===== src/rtl/pc_pkg.sv =====
// pc_pkg: shared types and the alignment-mask helper for the fetch PC generator
package pc_pkg;
  typedef enum logic [2:0] {
    PC_SRC_RESET,
    PC_SRC_SEQ,
    PC_SRC_BRANCH,
    PC_SRC_JUMP,
    PC_SRC_TRAP,
    PC_SRC_PEND
  } pc_src_e;
  typedef enum logic [1:0] {S_BOOT, S_RUN, S_PEND} pc_state_e;
  // Ones above the instruction-alignment bits, limited to xlen bits (xlen <= 64).
  function automatic logic [63:0] align_mask(input int xlen, input int instr_bytes);
    logic [63:0] m;
    m = ~64'(instr_bytes - 1);
    return xlen >= 64 ? m : m & ((64'd1 << xlen) - 64'd1);
  endfunction
endpackage


===== src/rtl/pc_gen_if.sv =====
// pc_gen_if: fetch-PC bus between execute/exception logic (master) and pc_gen (slave)
//   master drives stall and the branch/jump/trap redirect requests;
//   slave returns pc, pc_next_seq, fetch_valid, redirect_pending, misalign, pc_src.
interface pc_gen_if import pc_pkg::*; #(parameter int XLEN = 32) ();
  logic            stall;
  logic            branch_taken;
  logic [XLEN-1:0] branch_target;
  logic            jump_valid;
  logic [XLEN-1:0] jump_target;
  logic            trap_valid;
  logic [XLEN-1:0] trap_vector;
  logic [XLEN-1:0] pc;
  logic [XLEN-1:0] pc_next_seq;
  logic            fetch_valid;
  logic            redirect_pending;
  logic            misalign;
  pc_src_e         pc_src;
  modport master (
    output stall, branch_taken, branch_target, jump_valid, jump_target, trap_valid, trap_vector,
    input  pc, pc_next_seq, fetch_valid, redirect_pending, misalign, pc_src
  );
  modport slave (
    input  stall, branch_taken, branch_target, jump_valid, jump_target, trap_valid, trap_vector,
    output pc, pc_next_seq, fetch_valid, redirect_pending, misalign, pc_src
  );
endinterface


===== src/rtl/pc_next_sel.sv =====
// pc_next_sel: priority selector for the next PC (trap, pending trap, jump, branch, pending, sequential)
//   in : pc_seq, live redirects, pending buffer entry
//   out: raw (unaligned winner), target (aligned), src, misalign, redir (non-sequential winner), is_trap
module pc_next_sel import pc_pkg::*; #(
  parameter int XLEN = 32,
  parameter int INSTR_BYTES = 4
) (
  input  logic [XLEN-1:0] pc_seq,
  input  logic            trap_valid,
  input  logic [XLEN-1:0] trap_vector,
  input  logic            jump_valid,
  input  logic [XLEN-1:0] jump_target,
  input  logic            branch_taken,
  input  logic [XLEN-1:0] branch_target,
  input  logic            pend_valid,
  input  logic            pend_trap,
  input  logic [XLEN-1:0] pend_target,
  output logic [XLEN-1:0] raw,
  output logic [XLEN-1:0] target,
  output pc_src_e         src,
  output logic            misalign,
  output logic            redir,
  output logic            is_trap
);
  localparam logic [XLEN-1:0] MASK = XLEN'(align_mask(XLEN, INSTR_BYTES));
  logic pend_t;
  always_comb begin
    pend_t = pend_valid && pend_trap;
    raw = trap_valid ? trap_vector : pend_t ? pend_target : jump_valid ? jump_target :
          branch_taken ? branch_target : pend_valid ? pend_target : pc_seq;
    src = trap_valid ? PC_SRC_TRAP : pend_t ? PC_SRC_PEND : jump_valid ? PC_SRC_JUMP :
          branch_taken ? PC_SRC_BRANCH : pend_valid ? PC_SRC_PEND : PC_SRC_SEQ;
    redir = trap_valid || jump_valid || branch_taken || pend_valid;
    is_trap = trap_valid || pend_t;
    target = redir ? raw & MASK : raw;
    misalign = redir && |(raw & ~MASK);
  end
endmodule


===== src/rtl/pc_gen.sv =====
// pc_gen: fetch PC register with boot/run/pending FSM and a one-entry stalled-redirect buffer
//   clk, rst_n (async, active-low); bus: pc_gen_if slave (stall + redirects in, pc/status out)
module pc_gen import pc_pkg::*; #(
  parameter int XLEN = 32,
  parameter int INSTR_BYTES = 4,
  parameter logic [XLEN-1:0] RESET_VECTOR = 32'h0040_0000
) (
  input logic       clk,
  input logic       rst_n,
  pc_gen_if.slave   bus
);
  pc_state_e       state_q, state_d;
  logic [XLEN-1:0] pc_q, pc_d, pend_target_q, pend_target_d, pc_seq;
  logic            fetch_valid_q, fetch_valid_d, misalign_q, misalign_d;
  logic            pend_valid_q, pend_valid_d, pend_trap_q, pend_trap_d;
  pc_src_e         pc_src_q, pc_src_d;
  logic [XLEN-1:0] sel_raw, sel_target;
  pc_src_e         sel_src;
  logic            sel_mis, sel_redir, sel_trap, run, load, cap;
  assign pc_seq = pc_q + XLEN'(INSTR_BYTES);
  pc_next_sel #(.XLEN(XLEN), .INSTR_BYTES(INSTR_BYTES)) u_sel (
    .pc_seq        (pc_seq),
    .trap_valid    (bus.trap_valid),
    .trap_vector   (bus.trap_vector),
    .jump_valid    (bus.jump_valid),
    .jump_target   (bus.jump_target),
    .branch_taken  (bus.branch_taken),
    .branch_target (bus.branch_target),
    .pend_valid    (pend_valid_q),
    .pend_trap     (pend_trap_q),
    .pend_target   (pend_target_q),
    .raw           (sel_raw),
    .target        (sel_target),
    .src           (sel_src),
    .misalign      (sel_mis),
    .redir         (sel_redir),
    .is_trap       (sel_trap)
  );
  // While stalled the selector already folds in the pending entry, so re-capturing its
  // winner implements both overwrite and "a pending trap is never replaced by a non-trap".
  always_comb begin
    run = state_q != S_BOOT;
    load = run && !bus.stall;
    cap = run && bus.stall && sel_redir;
    state_d = cap ? S_PEND : S_RUN;
    pc_d = load ? sel_target : pc_q;
    pc_src_d = load ? sel_src : pc_src_q;
    misalign_d = load && sel_mis;
    fetch_valid_d = 1'b1;
    pend_valid_d = cap;
    pend_trap_d = cap ? sel_trap : 1'b0;
    pend_target_d = cap ? sel_raw : '0;
  end
  always_ff @(posedge clk or negedge rst_n) begin
    if (!rst_n) begin
      state_q <= S_BOOT;
      pc_q <= RESET_VECTOR;
      pc_src_q <= PC_SRC_RESET;
      fetch_valid_q <= 1'b0;
      misalign_q <= 1'b0;
      pend_valid_q <= 1'b0;
      pend_trap_q <= 1'b0;
      pend_target_q <= '0;
    end else begin
      state_q <= state_d;
      pc_q <= pc_d;
      pc_src_q <= pc_src_d;
      fetch_valid_q <= fetch_valid_d;
      misalign_q <= misalign_d;
      pend_valid_q <= pend_valid_d;
      pend_trap_q <= pend_trap_d;
      pend_target_q <= pend_target_d;
    end
  end
  assign bus.pc = pc_q;
  assign bus.pc_next_seq = pc_seq;
  assign bus.fetch_valid = fetch_valid_q;
  assign bus.redirect_pending = pend_valid_q;
  assign bus.misalign = misalign_q;
  assign bus.pc_src = pc_src_q;
endmodule


===== src/flat_wrapper.sv =====
// flat-port wrapper written by rule: the top's interface ports become plain ports
module pc_gen_flat import pc_pkg::*;
#(
  parameter int XLEN = 32,
  parameter int INSTR_BYTES = 4,
  parameter logic [XLEN-1:0] RESET_VECTOR = 32'h0040_0000
)
  (clk, rst_n, bus_stall, bus_branch_taken, bus_branch_target, bus_jump_valid, bus_jump_target, bus_trap_valid, bus_trap_vector, bus_pc, bus_pc_next_seq, bus_fetch_valid, bus_redirect_pending, bus_misalign, bus_pc_src);
  pc_gen_if #(.XLEN(XLEN)) bus_i ();
  input logic clk;
  input logic rst_n;
  input wire logic [$bits(bus_i.stall)-1:0] bus_stall;
  input wire logic [$bits(bus_i.branch_taken)-1:0] bus_branch_taken;
  input wire logic [$bits(bus_i.branch_target)-1:0] bus_branch_target;
  input wire logic [$bits(bus_i.jump_valid)-1:0] bus_jump_valid;
  input wire logic [$bits(bus_i.jump_target)-1:0] bus_jump_target;
  input wire logic [$bits(bus_i.trap_valid)-1:0] bus_trap_valid;
  input wire logic [$bits(bus_i.trap_vector)-1:0] bus_trap_vector;
  output wire logic [$bits(bus_i.pc)-1:0] bus_pc;
  output wire logic [$bits(bus_i.pc_next_seq)-1:0] bus_pc_next_seq;
  output wire logic [$bits(bus_i.fetch_valid)-1:0] bus_fetch_valid;
  output wire logic [$bits(bus_i.redirect_pending)-1:0] bus_redirect_pending;
  output wire logic [$bits(bus_i.misalign)-1:0] bus_misalign;
  output wire logic [$bits(bus_i.pc_src)-1:0] bus_pc_src;
  assign bus_i.stall = bus_stall;
  assign bus_i.branch_taken = bus_branch_taken;
  assign bus_i.branch_target = bus_branch_target;
  assign bus_i.jump_valid = bus_jump_valid;
  assign bus_i.jump_target = bus_jump_target;
  assign bus_i.trap_valid = bus_trap_valid;
  assign bus_i.trap_vector = bus_trap_vector;
  assign bus_pc = bus_i.pc;
  assign bus_pc_next_seq = bus_i.pc_next_seq;
  assign bus_fetch_valid = bus_i.fetch_valid;
  assign bus_redirect_pending = bus_i.redirect_pending;
  assign bus_misalign = bus_i.misalign;
  assign bus_pc_src = bus_i.pc_src;
  pc_gen #(.XLEN(XLEN), .INSTR_BYTES(INSTR_BYTES), .RESET_VECTOR(RESET_VECTOR)) u_core (.clk(clk), .rst_n(rst_n), .bus(bus_i));
endmodule

===== config.mk =====
export PLATFORM = sky130hd
export DESIGN_NAME = pc_gen_flat
export DESIGN_NICKNAME = d
export VERILOG_FILES = /design/src/rtl/pc_pkg.sv /design/src/rtl/pc_gen_if.sv /design/src/rtl/pc_next_sel.sv /design/src/rtl/pc_gen.sv /design/src/flat_wrapper.sv
export SDC_FILE = /design/constraint.sdc
export NUM_CORES = 1
export LEC_CHECK = 0
export CAP_MARGIN = 20
export CORE_UTILIZATION = 52
export CTS_BUF_LIST = sky130_fd_sc_hd__clkbuf_4
export CTS_CLUSTER_SIZE = 16
export DETAILED_ROUTE_END_ITERATION = 10
export GPL_TIMING_DRIVEN = 0
export PLACE_DENSITY = 0.88
export SLEW_MARGIN = 20
export SYNTH_ARGS = -nofsm -noshare
export SYNTH_HDL_FRONTEND = slang
export SYNTH_SLANG_ARGS = --single-unit

===== constraint.sdc =====
create_clock -name clk -period 5.92 [get_ports clk]
set_clock_uncertainty 0.2 [all_clocks]
set_input_delay 1.184 -clock clk [delete_from_list [all_inputs] [get_ports clk]]
set_output_delay 1.184 -clock clk [all_outputs]
set_load 0.02 [all_outputs]

# --- Word-level counts from Yosys, hierarchy flattened ---
# Index checks and enable logic that the tools add are counted.
op_classes:
  addsub: 1
  reduce_logical: 13
  muxes: 14
ops:
  columns: ["cell", "n"]
  rows:
  - ["32-bit two-way mux", 6]
  - ["32-bit by 3-bit adder with 32-bit output (second input constant)", 1]
  - ["3-bit two-way mux", 5]
  - ["1-bit logical AND", 6]
  - ["1-bit logical OR", 4]
  - ["2-bit two-way mux", 2]
  - ["2-bit nonzero test", 1]
  - ["2-bit OR reduction", 1]
  - ["1-bit logical NOT", 1]
  - ["1-bit two-way mux", 1]
word_totals:
  output_inout_bits: 70
  reg_bits: 73
  inputBits: 102

# --- Logic depth before layout (Yosys ltp) ---
# Gate-level depths: netlist of run 1.
logic_depth:
  word_depth: 9
  ltp_mapped: 8

# --- Cells and area by module ---
# A second synthesis of run 1 with hierarchy kept.
unflattened:
  cells_unflattened: 485
  area_unflattened_um2: 4715.8
by_module_without_submodules:
  columns: ["module", "instances", "area_per_inst_um2", "cells_per_inst"]
  rows:
  - ["pc_gen", 1, 3093.0, 243]
  - ["pc_next_sel", 1, 1622.8, 242]

# --- Worst setup path after synthesis of run 1 ---
# Ideal clock, no wire load.
synth_timing:
  path_kind: "register to output"
  start: "register u_core.pc_q[2] (netlist: u_core.bus.pc[2])"
  end: "output bus_pc_next_seq[26]"
  stages_incl_launch_ff: 6
  required_ns: 4.536
  n_path_buf: 0
  path_slack_ns: 2.645
  arrival_ns: 1.891
  cell_sequence: "dfrtp_1 -> ha_1 -> nand4_1 -> nor4_4 -> nand4_1 -> xnor2_1"
synth_via:
  elab_chain_len: 1
synth_rtl:
  columns: ["element", "line_no", "text"]
  rows:
  - ["start, declared", "pc_gen.sv:13", "logic [XLEN-1:0] pc_q, pc_d, pend_target_q, pend_target_d, pc_seq;"]
  - ["start signal, assigned", "pc_gen.sv:66", "pc_q <= pc_d;"]
  - ["32-bit by 3-bit adder with 32-bit output", "pc_gen.sv:20", "assign pc_seq = pc_q + XLEN'(INSTR_BYTES);"]
  - ["end, declared", "flat_wrapper.sv:20", "output wire logic [$bits(bus_i.pc_next_seq)-1:0] bus_pc_next_seq;"]
# Every way passes these cells.

# --- Worst setup path after layout of run 1 ---
# Same ends and word-level chain as after synthesis.

==> flow_metrics.py, run 1 <==
metrics = {
    "status": {
        "outcome": "completed",
    },
    "synthesis": {
        "postSynthAreaPerCell_um2": 8.42,
        "ys_types": 81,
        "synth_top_family_by_area": "compound AO/OA/AOI/OAI gates",
        "synth_compound_area_share_pct": 27.2,
        "synth-simple-area-share_pct": 25.0,
        "synthArstFlopShare_pct": 100,
        "ys.flop_type": "dfrtp_1",
        "yosys_warnings": 0,
        "ys_seq_area_share_pct": 33.8,
        "synth_seq_cells": 72,
        "muxShareOfSynthArea_pct": 2.51,
        "synth-edff-count": 0,
        "synth_area_um2": 5340,
        "syn_nets": 737,
        "synth-xor-area-share_pct": 3.91,
        "syn_inst": 634,
        "synthAdderAreaFrac_pct": 0.234,
    },
    "layout": {
        "fin_util_pct": 74.8,
        "mostFrequentLayoutCell": "clkdlybuf4s50_1",
        "area_growth_syn_to_layout_pct": 38.2,
        "num_antenna_cells": 0,
        "multi_input_area_um2": 3140,
        "n_fill_cell": 694,
        "final_cell_mix": "clkdlybuf4s50_1 (169), nor2_1 (78), dfrtp_1 (71), nand2_1 (54), a21oi_1 (40)",
        "ff_latch_area_um2": 1800,
        "layout-drive-gt1-share_pct": 9.87,
        "nets": 919,
    },
    "grt": {
        "grt_use_total_pct": 45.6,
        "antenna_found_initial": 0,
        "grt_overflow": 0,
        "grt_pass1_wl_um": 35400,
        "grt_max_degree": 50,
        "grt_pass1_vias": 6411,
    },
    "sta": {
        "clock.fmax_mhz": 209,
        "setup_viol": 0,
        "slew_violations": 0,
        "fin_setup_tns_ns": 0,
        "final.min_clock_period_ns": 4.79,
        "relSlewSlack_pct": 34.7,
        "rsz0062_at_grt": "no",
        "min_period_over_period_pct": 80.9,
        "hold_violations": 0,
        "tightest_slew_ns": 0.972,
    },
    "detailed_routing": {
        "first_pass_iters": 7,
        "via_count": 6640,
        "wl_um": 23700,
        "avgViaCountPerCell": 6.96,
        "drc": 0,
        "drt_iter0_drc": 1002,
        "wl_per_cell_um": 24.9,
        "route.antenna.remaining_nets": 0,
    },
    "floorplanning": {
        "placementRows": 36,
        "boundaryPins": 172,
        "die_w_um": 103,
        "die_h_um": 103,
        "start_util_pct": 54.1,
        "coreArea_um2": 9860,
        "dieArea_um2": 10700,
    },
    "critical_path": {
        "cp-end-kind": "output pin",
        "crit_required_ns": 4.54,
        "rr_endpoint": "u_core.pend_target_q[19]",
        "r2r_slack_ns": 3.03,
        "worstPathMaxFanout": 8,
        "crit_path_start_kind": "register",
        "rr_worst_depth": 6,
        "reg2reg_from": "u_core.bus.redirect_pending",
        "worst_ep_arrival_time_ns": 3.41,
        "path_class": "register to output pin",
    },
    "power_and_ir_drop": {
        "max-vdd-ir-drop_v": 0.000201,
        "power_frac_comb_pct": 45.8,
        "powerDensity_nw_per_um2": 246,
        "p_leak_nw": 2.99,
        "power.internal_w": 0.00106,
        "swShare_pct": 41.6,
        "power_switching_w": 0.000755,
        "p_clk_share_pct": 19.0,
        "power_frac_seq_pct": 35.2,
    },
    "placement": {
        "dp_hpwl_um": 17400,
        "portBuffers": 170,
        "gp_congestion": 1.02,
    },
    "clocking": {
        "post_cts_resized": 0,
        "insertion_delay_ns": 0.46,
        "htree_levels": 3,
        "cts_tree": "built",
        "cts-root-buf": "clkbuf_4",
        "clockBufferDepth": 2,
        "cts.reportedPaths.clkPinSlew_ns": 0.13,
        "hold_buffers": 0,
        "cts_made_buffers": 9,
        "cts_num_sinks": 72,
        "post-cts-setup-buffers": 0,
    },
    "min_path": {
        "hold_path_class": "register to register",
        "hold_end": "u_core.bus.pc_src[0]",
        "min_from": "u_core.bus.pc_src[0]",
        "hold_depth": 1,
    },
    "flow_run": {
        "maxCapViolCount": 0,
    },
}
power groups by stage:
stage	clock network (W)	logic, W	registers, W
after floorplan	0	0.000384	0.000677
after global placement	0	0.000791	0.000640
after detailed placement	0	0.000808	0.000644
after CTS	0.000339	0.000812	0.000634
after global routing	0.000362	0.000872	0.000646
final	0.000345	0.000831	0.000640
state kept, by name (all words and copies together) (netlist names):
name / count
u_core.bus.pc: 32
u_core.pend_target_q: 32
u_core.bus.pc_src: 3
u_core.bus.fetch_valid: 1
u_core.bus.misalign: 1
u_core.bus.redirect_pending: 1
u_core.pend_trap_q: 1
u_core.state_q: 1
worst max-delay path by stage:
stage	from	end	slack, ns	cells past startpoint
3_5_place_dp	u_core.bus.pc[2]	bus_pc_next_seq[26]	1.74	6
3_3_place_gp	rst_n	u_core.bus.pc[25]	0.89	1
6_report	u_core.bus.pc[2]	bus_pc_next_seq[26]	1.13	6
4_1_cts	u_core.bus.pc[2]	bus_pc_next_seq[26]	1.24	6
5_1_grt	u_core.bus.pc[2]	bus_pc_next_seq[26]	0.97	6
2_1_floorplan	u_core.bus.pc[2]	bus_pc_next_seq[26]	2.65	5
layout make-up:
cell class              count  area share, %
plain buffers              55           4.65
inverters                  13          0.661
well taps                 133           2.26
clock buffers               9          0.916
flip-flops and latches     72           24.4
clock inverters             7           1.09
repair buffers            171           23.4
multi-input cells         494           42.6
synth_stat cells, drive strengths merged, types with 10 or more instances:
library cell,n,area share (%)
o31ai,10,1.4
o21ai,33,3.1
nor2,78,5.5
xnor2,17,2.8
nor3,15,1.4
dfrtp,71,33
nand4,23,3.0
a211oi,17,2.4
nand2,54,3.8
clkbuf,26,3.4
nand3,14,1.5
inv,12,0.84
a21oi,40,3.7
nor2b,11,1.3
a221oi,14,2.4
buf,29,3.1
mux2i,10,1.9
cells by family (layout without fill, tap and decap cells):
group	Yosys count	in the layout
flip-flops	72	72
other	1	1
multiplexers	13	13
AO/OA/AOI/OAI	206	206
adder cells (fa/ha/maj)	1	1
buffers and inverters	68	255
XOR/XNOR	23	23
AND/OR/NAND/NOR	250	250
critical path, stage by stage, from the launching register on:
cell             delay [ns]
dfrtp_1                0.52
ha_1                   0.28
nand4_1                0.38
nor4_4                 0.48
nand4_1                0.39
xnor2_1                0.27
clkdlybuf4s50_1        0.64
routing by layer:
metal  vias up  track usage, %  wire [µm]
met5         -               0          0
met4         0            28.9       1640
met3       175            13.0       3260
met2       634            68.7      10300
met1      3073            57.7       8580
li1       2758               -          -
per-stage QoR:
stage               cells  hold slack (ns)  cell area [µm²]  total power (W)  worst slack, ns
floorplan             634            0.294             5340          0.00106             2.65
global placement      937            0.285             7210          0.00143            0.885
detailed placement    938            0.294             7230          0.00145             1.74
CTS                   954            0.323             7380          0.00179             1.24
global route          954            0.344             7380          0.00188            0.974
finish                954            0.324             7380          0.00182             1.13
(Power assumes the default switching activity.)
==> inputs of run 2 (changes only) <==
--- a/config.mk
+++ b/config.mk
@@ -6,12 +6,12 @@
 export NUM_CORES = 1
 export LEC_CHECK = 0
 export CAP_MARGIN = 20
-export CORE_UTILIZATION = 52
+export CORE_UTILIZATION = 48
 export CTS_BUF_LIST = sky130_fd_sc_hd__clkbuf_4
 export CTS_CLUSTER_SIZE = 16
 export DETAILED_ROUTE_END_ITERATION = 10
 export GPL_TIMING_DRIVEN = 0
-export PLACE_DENSITY = 0.88
+export PLACE_DENSITY = 0.82
 export SLEW_MARGIN = 20
 export SYNTH_ARGS = -nofsm -noshare
 export SYNTH_HDL_FRONTEND = slang
==> constraint.sdc (replaced) <==
create_clock -name clk -period 4.7 [get_ports clk]
set_clock_uncertainty 0.2 [all_clocks]
set_input_delay 0.94 -clock clk [delete_from_list [all_inputs] [get_ports clk]]
set_output_delay 0.94 -clock clk [all_outputs]
set_load 0.02 [all_outputs]
==> run 2 against run 1 <==
Compared with the run above:
- worst hold slack worse by 0.17 ns
- highest routed layer unchanged
- global-route usage is 3.3 points lower
- critical endpoint unchanged
- critical path depth is the same
- via count shrank 2.1%
- register-to-register slack lost 1.2 ns
==> flow_metrics.py, run 2 (synthesis gave the netlist of run 1 again) <==
metrics = {
    "status": {
        "outcome": "completed",
    },
    "critical_path": {
        "cp-end-kind": "output pin",
        "critPathSlowestCell": "clkdlybuf4s50_1",
        "crit_required_ns": 3.56,
        "slowest_delay_ns": 0.63,
        "cpMostUsedCell": "nand4_1",
        "worst_ep_arrival_time_ns": 3.35,
        "path_class": "register to output pin",
        "crit_path_start_kind": "register",
        "worstPathMaxFanout": 8,
        "worstPathCellList": "ha_1, nand4_1, nor4_4, nand4_1, xnor2_1, clkdlybuf4s50_1",
    },
    "clocking": {
        "insertion_delay_ns": 0.46,
        "post-cts-setup-buffers": 0,
        "cts_tree": "built",
        "cts.reportedPaths.clkPinSlew_ns": 0.13,
        "clockBufferDepth": 2,
        "cts-root-buf": "clkbuf_4",
        "cts_made_buffers": 9,
        "hold_buffers": 0,
        "cts_num_sinks": 72,
        "post_cts_resized": 0,
        "htree_levels": 3,
    },
    "power_and_ir_drop": {
        "max-vdd-ir-drop_v": 0.000287,
        "power.total_w": 0.00238,
        "powerDensity_nw_per_um2": 320,
        "p_leak_nw": 3.00,
    },
    "floorplanning": {
        "placementRows": 38,
        "coreArea_um2": 10800,
        "dieArea_um2": 11500,
        "boundaryPins": 172,
        "start_util_pct": 49.2,
        "die_w_um": 107,
        "die_h_um": 107,
    },
    "grt": {
        "grt_pass1_wl_um": 35500,
        "grt_max_degree": 53,
        "grt_pass1_vias": 6314,
        "grt_use_total_pct": 42.3,
        "grt_overflow": 0,
        "antenna_found_initial": 1,
    },
    "sta": {
        "rsz0062_at_grt": "no",
        "hold_ws_ns": 0.151,
        "setup_viol": 0,
        "hold_violations": 0,
        "min_period_over_period_pct": 95.6,
        "relSlewSlack_pct": 28.5,
        "clock.fmax_mhz": 223,
        "slew_violations": 0,
        "final.min_clock_period_ns": 4.49,
        "tightest_slew_ns": 1.06,
    },
    "layout": {
        "mostFrequentLayoutCell": "clkdlybuf4s50_1",
        "layout-drive-gt1-share_pct": 9.76,
        "n_fill_cell": 875,
        "multi_input_area_um2": 3140,
        "final_cell_mix": "clkdlybuf4s50_1 (169), nor2_1 (78), dfrtp_1 (71), nand2_1 (54), a21oi_1 (40)",
        "ff_latch_area_um2": 1800,
        "design_area_um2": 7420,
        "area_growth_syn_to_layout_pct": 39.1,
        "nets": 919,
    },
    "placement": {
        "dp_hpwl_um": 17800,
        "gp_congestion": 0.976,
        "place_area_um2": 7240,
        "portBuffers": 170,
    },
    "detailed_routing": {
        "via_count": 6499,
        "wl_um": 24200,
        "drc": 0,
        "avgViaCountPerCell": 6.76,
        "drt_iter0_drc": 800,
        "wl_per_cell_um": 25.1,
        "route.antenna.remaining_nets": 0,
        "first_pass_iters": 7,
    },
    "min_path": {
        "hold_path_class": "input pin to asynchronous set/reset pin",
    },
    "flow_run": {
        "maxCapViolCount": 0,
    },
}
-- run 2: worst paths after layout --
check                                                  from                  endpoint  slack, ns  cells after the start
worst max-delay path                       u_core.bus.pc[2]       bus_pc_next_seq[26]       0.21                      6
worst min-delay path                                  rst_n   u_core.pend_target_q[5]       0.15                      1
worst max register to register  u_core.bus.redirect_pending  u_core.pend_target_q[19]       1.86                      6
worst min register to register         u_core.bus.pc_src[0]      u_core.bus.pc_src[0]       0.33                      1
max in group asynchronous                             rst_n         u_core.bus.pc[22]       3.50                      2
min in group clk                       u_core.bus.pc_src[0]      u_core.bus.pc_src[0]       0.33                      1
-- run 2: final cells by class --
class,count,share of cell area [%]
clock buffer,10,1.01
buffer,55,4.62
clock inverter,5,1.43
multi-input combinational,494,42.3
inverter,13,0.657
timing repair buffer,171,23.3
sequential,72,24.3
tap,140,2.36
antenna,1,0.0337
-- run 2: routing by layer --
layer | GRT usage (%) | up-vias | wire length (µm)
li1 | - | 2750 | -
met1 | 53.7 | 3074 | 9080
met2 | 64.9 | 563 | 10600
met3 | 10.6 | 112 | 3120
met4 | 25.1 | 0 | 1330
met5 | 0 | - | 0
-- run 2: metrics by stage --
| stage | cells | utilization (%) | worst slack (ns) | TNS, ns |
|---|---|---|---|---|
| 5_1_grt | 961 | 68.5 | 0.0790 | 0 |
| 4_1_cts | 960 | 68.5 | 0.276 | 0 |
| 6_report | 961 | 68.5 | 0.207 | 0 |
| 2_1_floorplan | 634 | - | 1.67 | 0 |
| 3_3_place_gp | 944 | 66.6 | -0.185 | -12.69 |
| 3_5_place_dp | 945 | 66.8 | 0.804 | 0 |
-- run 2: critical path: cells and delay by family (launching register included) --
kind / cells / cell delay (ns)
buffers and inverters: 1 / 0.63
XOR/XNOR: 1 / 0.25
AND/OR/NAND/NOR: 3 / 1.21
flip-flops: 1 / 0.51
adder cells (fa/ha/maj): 1 / 0.29
-- run 2: power by group --
group | total, W | switching, W | internal, W
clock network | 0.000521 | 0.000247 | 0.000273
registers | 0.000807 | 0.000110 | 0.000697
logic | 0.00105 | 0.000578 | 0.000473
==> inputs of run 3 (changes only) <==
--- a/config.mk
+++ b/config.mk
@@ -12,7 +12,7 @@
 export DETAILED_ROUTE_END_ITERATION = 10
 export GPL_TIMING_DRIVEN = 0
 export PLACE_DENSITY = 0.82
-export SLEW_MARGIN = 20
+export SLEW_MARGIN = 25
 export SYNTH_ARGS = -nofsm -noshare
 export SYNTH_HDL_FRONTEND = slang
 export SYNTH_SLANG_ARGS = --single-unit
==> run 3 against run 2 <==
Compared with the run above:
- wire length up 0.53%
- first-iteration DRC count up 12%
- global-route usage up 0.11 points
- clock power down 9.0%
- critical path type unchanged
==> flow_metrics.py, run 3 (synthesis gave the netlist of run 1 again) <==
metrics = {
    "floorplanning": {
        "coreArea_um2": 10800,
        "start_util_pct": 49.2,
        "die_h_um": 107,
        "boundaryPins": 172,
        "placementRows": 38,
        "die_w_um": 107,
        "dieArea_um2": 11500,
    },
    "critical_path": {
        "worstPathMaxFanout": 6,
        "r2r_slack_ns": 1.89,
        "path_class": "register to output pin",
        "worst_ep_arrival_time_ns": 3.32,
        "crit_required_ns": 3.56,
        "crit_path_start_kind": "register",
        "cp-end-kind": "output pin",
    },
    "clocking": {
        "hold_buffers": 0,
        "cts-root-buf": "clkbuf_4",
        "cts_made_buffers": 9,
        "post_cts_resized": 0,
        "cts.reportedPaths.clkPinSlew_ns": 0.13,
        "cts_num_sinks": 72,
        "htree_levels": 3,
        "cts_tree": "built",
        "clockBufferDepth": 2,
        "insertion_delay_ns": 0.45,
        "post-cts-setup-buffers": 0,
    },
    "placement": {
        "dp_hpwl_um": 17900,
        "portBuffers": 170,
        "preCtsSetupSlack_ns": 0.816,
        "dpl.cell_count": 945,
        "gp_congestion": 0.976,
    },
    "sta": {
        "final.min_clock_period_ns": 4.46,
        "rsz0062_at_grt": "no",
        "hold_violations": 0,
        "tightest_slew_ns": 1.01,
        "relSlewSlack_pct": 32.4,
        "min_period_over_period_pct": 94.9,
        "setup_viol": 0,
        "slew_violations": 0,
        "setup_ws_ns": 0.237,
        "clock.fmax_mhz": 224,
        "fin_setup_tns_ns": 0,
        "hold_ws_ns": 0.260,
    },
    "detailed_routing": {
        "first_pass_iters": 8,
        "drc": 0,
        "drt_iter0_drc": 899,
        "wl_um": 24300,
        "avgViaCountPerCell": 6.80,
        "route.antenna.remaining_nets": 0,
        "wl_per_cell_um": 25.3,
        "via_count": 6531,
    },
    "layout": {
        "n_fill_cell": 871,
        "fin_cells": 961,
        "layout-drive-gt1-share_pct": 9.87,
        "area_growth_syn_to_layout_pct": 38.6,
        "num_antenna_cells": 0,
        "nets": 919,
        "final_cell_mix": "clkdlybuf4s50_1 (169), nor2_1 (78), dfrtp_1 (71), nand2_1 (54), a21oi_1 (40)",
        "mostFrequentLayoutCell": "clkdlybuf4s50_1",
    },
    "grt": {
        "grt_pass1_vias": 6393,
        "grt_overflow": 0,
        "grt_pass1_wl_um": 35900,
        "antenna_found_initial": 0,
        "grt_use_total_pct": 42.4,
        "grt_max_degree": 39,
    },
    "power_and_ir_drop": {
        "power.internal_w": 0.00138,
        "max-vdd-ir-drop_v": 0.000191,
        "p_clk_share_pct": 20.3,
        "p_leak_nw": 2.99,
        "power_frac_comb_pct": 45.1,
        "power_frac_seq_pct": 34.5,
        "power_switching_w": 0.000950,
        "powerDensity_nw_per_um2": 316,
        "swShare_pct": 40.7,
    },
    "min_path": {
        "hold_path_class": "input pin to asynchronous set/reset pin",
    },
    "flow_run": {
        "maxCapViolCount": 0,
    },
    "status": {
        "outcome": "completed",
    },
}
## run 3: power by group through the flow
stage,registers [W],clock network [W],logic (W)
CTS,0.000800,0.000466,0.00103
global route,0.000815,0.000493,0.00110
global placement,0.000808,0,0.00101
floorplan,0.000852,0,0.000484
detailed placement,0.000812,0,0.00102
finish,0.000806,0.000474,0.00105
## run 3: worst max-delay path, stage by stage, from the launching register on
cell	delay (ns)
dfrtp_1	0.50
ha_1	0.29
nand4_1	0.38
nor4_4	0.46
nand4_1	0.37
xnor2_1	0.25
clkdlybuf4s50_1	0.62
## run 3: routing by layer
| layer | wire length (µm) | vias to the layer above | GRT usage [%] | share of wire (%) |
|---|---|---|---|---|
| li1 | - | 2741 | - | - |
| met1 | 9010 | 3092 | 54.3 | 37 |
| met2 | 10700 | 577 | 65.4 | 44 |
| met3 | 3260 | 121 | 10.7 | 13 |
| met4 | 1250 | 0 | 23.3 | 5.2 |
| met5 | 0 | - | 0 | 0 |
## run 3: final timing paths
kind                                                  start                       end  depth (start not counted)
worst max-delay path                       u_core.bus.pc[3]       bus_pc_next_seq[26]                          6
worst min-delay path                                  rst_n   u_core.pend_target_q[8]                          1
worst max register to register  u_core.bus.redirect_pending  u_core.pend_target_q[19]                          6
worst min register to register         u_core.bus.pc_src[0]      u_core.bus.pc_src[0]                          1
max in group asynchronous                             rst_n         u_core.bus.pc[22]                          2
min in group clk                       u_core.bus.pc_src[0]      u_core.bus.pc_src[0]                          1
## run 3: metrics by stage
| step | power [W] | utilization (%) | instance area (µm²) |
|---|---|---|---|
| finish | 0.00233 | 68.2 | 7400 |
| global route | 0.00241 | 68.2 | 7400 |
| CTS | 0.00230 | 68.2 | 7400 |
| detailed placement | 0.00184 | 66.7 | 7230 |
| global placement | 0.00181 | 66.6 | 7220 |
| floorplan | 0.00134 | - | 5340 |
## run 3: area by class of cell
class	instances	area [µm²]	area share, %
multi-input combinational	494	3140	42.5
sequential	72	1800	24.4
timing repair buffer	171	1720	23.2
buffer	55	343	4.63
tap	140	175	2.37
clock inverter	7	96.3	1.30
clock buffer	9	67.6	0.913
inverter	13	48.8	0.660
